**src/rtl/booth_shift_reg_n_pkg.sv**
```systemverilog
// Shared shift-mode and FSM state encodings for the Booth shift register.
package booth_shift_reg_n_pkg;

  typedef enum logic [1:0] {
    MODE_SRL = 2'b00,
    MODE_SRA = 2'b01,
    MODE_SLL = 2'b10,
    MODE_ROR = 2'b11
  } mode_e;

  typedef enum logic [1:0] {
    ST_IDLE  = 2'b00,
    ST_SHIFT = 2'b01,
    ST_DONE  = 2'b10
  } state_e;

endpackage

```
**src/rtl/booth_shift_reg_n_step.sv**
```systemverilog
// Combinational one-step shifter shared by single-step and multi-cycle paths.
module booth_shift_reg_n_step
  import booth_shift_reg_n_pkg::*;
#(
  parameter int WIDTH = 8
) (
  input  logic [WIDTH-1:0] q,
  input  mode_e            mode,
  input  logic             sd_in,
  output logic [WIDTH-1:0] q_nxt
);

  always_comb begin
    q_nxt = q;
    unique case (mode)
      MODE_SRL: q_nxt = {sd_in, q[WIDTH-1:1]};
      MODE_SRA: q_nxt = {q[WIDTH-1], q[WIDTH-1:1]};
      MODE_SLL: q_nxt = {q[WIDTH-2:0], sd_in};
      MODE_ROR: q_nxt = {q[0], q[WIDTH-1:1]};
      default:  q_nxt = q;
    endcase
  end

endmodule

```
**src/rtl/booth_shift_reg_n.sv**
```systemverilog
// Booth datapath shift register: load, single step, and counted multi-step shift.
module booth_shift_reg_n
  import booth_shift_reg_n_pkg::*;
#(
  parameter int WIDTH = 8,
  parameter int CNT_W = 4
) (
  input  logic             clk,
  input  logic             reset_n,
  input  logic             ld,
  input  logic [WIDTH-1:0] d_in,
  input  logic             en,
  input  logic             start,
  input  logic [1:0]       mode,
  input  logic [CNT_W-1:0] amount,
  input  logic             sd_in,
  output logic [WIDTH-1:0] q,
  output logic             sd_out,
  output logic             busy,
  output logic             done
);

  state_e           state, state_nxt;
  mode_e            mode_r, mode_r_nxt;
  mode_e            mode_sel;
  logic [CNT_W-1:0] cnt, cnt_nxt;
  logic [CNT_W-1:0] amt_clamp;
  logic [WIDTH-1:0] q_nxt, q_step;

  localparam logic [CNT_W-1:0] WMAX = CNT_W'(WIDTH);

  assign busy      = (state != ST_IDLE);
  assign done      = (state == ST_DONE);
  assign mode_sel  = busy ? mode_r : mode_e'(mode);
  assign sd_out    = (mode_sel == MODE_SLL) ? q[WIDTH-1] : q[0];
  assign amt_clamp = (amount > WMAX) ? WMAX : amount;

  booth_shift_reg_n_step #(
    .WIDTH (WIDTH)
  ) u_step (
    .q     (q),
    .mode  (mode_sel),
    .sd_in (sd_in),
    .q_nxt (q_step)
  );

  always_ff @(posedge clk or negedge reset_n) begin
    if (!reset_n) begin
      state  <= ST_IDLE;
      mode_r <= MODE_SRL;
      cnt    <= '0;
      q      <= '0;
    end else begin
      state  <= state_nxt;
      mode_r <= mode_r_nxt;
      cnt    <= cnt_nxt;
      q      <= q_nxt;
    end
  end

  always_comb begin
    state_nxt  = state;
    mode_r_nxt = mode_r;
    cnt_nxt    = cnt;
    q_nxt      = q;
    if (ld) begin
      // load always wins; from SHIFT/DONE it aborts without a done pulse
      q_nxt     = d_in;
      state_nxt = ST_IDLE;
      if (state != ST_IDLE) cnt_nxt = '0;
    end else begin
      unique case (state)
        ST_IDLE: begin
          if (start) begin
            mode_r_nxt = mode_e'(mode);
            cnt_nxt    = amt_clamp;
            state_nxt  = (amt_clamp == '0) ? ST_DONE : ST_SHIFT;
          end else if (en) begin
            q_nxt = q_step;
          end
        end
        ST_SHIFT: begin
          q_nxt   = q_step;
          cnt_nxt = cnt - CNT_W'(1);
          if (cnt == CNT_W'(1)) state_nxt = ST_DONE;
        end
        ST_DONE: state_nxt = ST_IDLE;
        default: state_nxt = ST_IDLE;
      endcase
    end
  end

endmodule

```
**config.mk**
```make
export PLATFORM = sky130hd
export DESIGN_NAME = booth_shift_reg_n
export DESIGN_NICKNAME = d
export VERILOG_FILES = /design/src/rtl/booth_shift_reg_n_pkg.sv /design/src/rtl/booth_shift_reg_n_step.sv /design/src/rtl/booth_shift_reg_n.sv
export SDC_FILE = /design/constraint.sdc
export NUM_CORES = 1
export LEC_CHECK = 0
export CAP_MARGIN = 10
export CELL_PAD_IN_SITES_DETAIL_PLACEMENT = 0
export CELL_PAD_IN_SITES_GLOBAL_PLACEMENT = 1
export CORE_MARGIN = 2
export CORE_UTILIZATION = 35
export CTS_CLUSTER_DIAMETER = 80
export DETAILED_ROUTE_END_ITERATION = 6
export DONT_BUFFER_PORTS = 1
export PLACE_DENSITY_LB_ADDON = 0.1
export SLEW_MARGIN = 20
export SYNTH_ARGS = -nofsm -noshare
export SYNTH_HDL_FRONTEND = slang
export SYNTH_SLANG_ARGS = --single-unit
```
**constraint.sdc**
```tcl
create_clock -name clk -period 2.15 [get_ports clk]
set_clock_uncertainty 0.1 [all_clocks]
set_input_delay 0.215 -clock clk [delete_from_list [all_inputs] [get_ports clk]]
set_output_delay 0.215 -clock clk [all_outputs]
set_load 0.05 [all_outputs]
```
==> impl_results.md <==
- Area Growth Syn to Fin: 22.16%
- Initial antenna violation count: 0
- Register Area: around 400 um^2
- R2R Path Start: state[1]
- First-pass GRT wire length: 4.947 mm
- Final ANT Viol Nets: 0
- Vias/cell: between 5 and 6
- Post-route setup slack: 167.5 ps
- Hold Path Class: primary input to flop
- Gpl congestion: 0.7425
- Clk buf depth: 2
- Tmin final: just under 2000 ps
- I/O pin cnt: 31
- Worst slew margin: around 46%
- Residual DRC: 0
- Layout net count: roughly 180
- Die height: 62.06 um
- Clock transition at path regs: 110 ps
- Critical path type: flop to primary output
- Synth Instances: 136
- Compound-cell area share of the yosys netlist: between 20% and 30%
- Initial DRC count: 21
- WL final: 2.994 mm
- CTS buffer count: 3
- Post-Synth Adder-Cell Area: 2.121%
- WL per Instance: 14.60 um
- Largest family of logic cells by synthesized area: compound AO/OA/AOI/OAI gates
- Final setup vio count: 0
- Vias in the first global route: 1029
- Synth top area share: approximately 34%
- Post-Syn Area: around 1200 um^2
- Max-slew violation count: 0
- Pwr Density: 1261 nW/um^2
- Cell Rows: 21
- Yosys top cell by area: dfrtp_1
- Worst Path Max Fanout: 9
- Register area share after synthesis: 33.93%
- Die area: 3851 um^2
- Post-synth cell types: 37
- CORE AREA: approximately 3300 um^2
- H-tree level count: 1
- Commonest non-fill, non-tap cell in the layout: a211oi_1
- Commonest cells after routing, fill and taps aside: 16 x a211oi_1, 15 x nor2_1, 15 x dfrtp_1, 15 x buf_4
- Leakage: 0.6252 nW
- Worst-Skew Late Latency: 290 ps
- Worst r2r path cells: 5
- Simple-Gate Fraction of Synth Area: roughly a fifth
- GRT Overall Usage: between 10% and 20%
- Input/output buffers: 0
- Crit share post-route: 92.21%
- Root Driver: clkbuf_4
- Synth warn: 0
- Dpl ws: about 250 ps
- Flop2flop setup slack: 460 ps
- RSZ-0062 raised after global routing: false
- Max Clk Rate: 504.4 MHz
- Area of the multi-input gates: approximately 650 um^2
- Crit path launch type: flop
- Initial Utilization: a little over a third
- Clk sinks: 16
- Worst slew pin tran: 812.8 ps
- Worst r2r dst: mode_r[0]
- Max-cap viol count: 0
- Post-Syn Nets: 158
- DP Area: approximately 1200 um^2
- Antenna cell count: 0
- Total chip power: 1.817 mW
- Setup TNS Final: 0 ps
- CP endpoint kind: primary output
- Status: finished, final reports clean
- CTS tree: yes
- Crit path capture: sd_out
- Worst VDD drop: between 400 and 500 uV
- Hold depth: 2
- Crit path launch: state[1]
- Post-route cell area: 1441 um^2
- CP required: between 1500 and 2000 ps
- Largest net degree at the start of global routing: 17
- Die Width: just over 60 um
- Critical path arrival: 1670 ps
- 1st-pass router iterations: 4
- Final hold violation count: 0
- Mux cell area share after synthesis: roughly 2.8%
- Layout cells sized above 1: between 10% and 20%
- DPL Wire Length: ~2.1 mm
- Hold slack: 17.49 ps
- Via count: 1044
- GRT overflow: 0
- Syn Area/Cell: 8.676 um^2
- Xor/xnor share of the synthesized area: 0%
- Ranking of synthesized cells by area: dfrtp_1 34%, a211oi_1 10%, o31ai_1 5.1%
- Seq cells post-synth: 16
- # fillers: 349
==> timing repair <==
action                                  in CTS  in global routing
gates resized for setup                      3                  1
hold buffers                                13                  0
buffers inserted                             0                  2
endpoints found under the hold margin       27                  0
endpoints found under the setup margin       1                  1
==> synth_stat cells <==
library cell  count
buf_6             2
o211ai_1          1
mux2_2            2
ha_1              2
nand2_1          10
mux2i_1           1
inv_1            14
o32ai_1           1
nor4b_4           1
buf_4             4
nor2b_1           4
or2_1             1
a21o_1            2
a21oi_1           2
a22oi_1           1
buf_2             1
nor2_1           15
o21ai_0           4
a221oi_1          1
nand2b_1          2
nor3_1            5
o21ai_1           2
a31oi_1           3
clkbuf_8          2
a211oi_1         16
nor4_1            2
dfrtp_1          16
o31a_1            1
nor3b_1           2
nor4b_1           1
o31ai_1           8
o21bai_2          1
o21a_1            2
nor2_2            1
a21o_4            1
o21ba_2           1
and2b_2           1
==> final cells by class <==
| class | instances | share of cell area [%] |
|---|---|---|
| Tap cell | 46 | 3.993 |
| Clock buffer | 4 | 2.517 |
| Sequential cell | 16 | 27.86 |
| Timing Repair Buffer | 28 | 16.84 |
| Multi-Input combinational cell | 97 | 45.14 |
| Inverter | 14 | 3.646 |
==> kinds of logic (layout without fill, tap and decap cells) <==
family                     count (synthesis)  in the layout
muxes                                      3              3
buffers and inverters                     23             46
adders and majority gates                  2              2
and+or+nand+nor                           45             45
AOI/OAI and AO/OA                         47             47
DFF                                       16             16
==> stage by stage <==
step	utilization [%]	instances
global placement	38.06	186
global route	43.89	205
floorplan	-	136
detailed placement	38.06	186
finish	43.89	205
CTS	43.28	203
==> worst min-delay path by stage <==
stage	start	endpoint	slack [ps]
3_5_place_dp	reset_n	mode_r[1]	-180
3_3_place_gp	reset_n	mode_r[1]	-180
2_1_floorplan	reset_n	cnt[0]	-180
4_1_cts	ld	q[7]	10
5_1_grt	ld	state[0]	5
6_report	amount[2]	cnt[2]	20
==> layer usage <==
| metal | track usage [%] | wire, um | vias to the layer above | part of all wire [%] |
|---|---|---|---|---|
| met1 | 24.21 | 1471 | 484 | 49 |
| met5 | 0 | 0 | - | 0 |
| met4 | 5.471 | 20 | 0 | 0.67 |
| met2 | 26.79 | 1339 | 23 | 45 |
| met3 | 4.141 | 163 | 2 | 5.4 |
| li1 | - | - | 535 | - |
==> power breakdown <==
group / switching [mW] / internal [mW] / leakage [nW]
registers: 0.114 / 0.406 / 0.197
clock network: 0.110 / 0.103 / 0.0210
logic: 0.685 / 0.400 / 0.408
total: 0.908 / 0.910 / 0.625
==> state kept, by name, summed over array words and instances, names as in the netlist <==
signal / count
mode_r: 2
q: 8
cnt: 4
state: 2
==> worst max-delay path, cell delays in order, from the launching register on <==
cell	delay [ps]
dfrtp_2	480
nor2_4	150
inv_2	100
a21o_4	250
mux2_4	390
No activity file was read; power rests on OpenSTA's default activity.
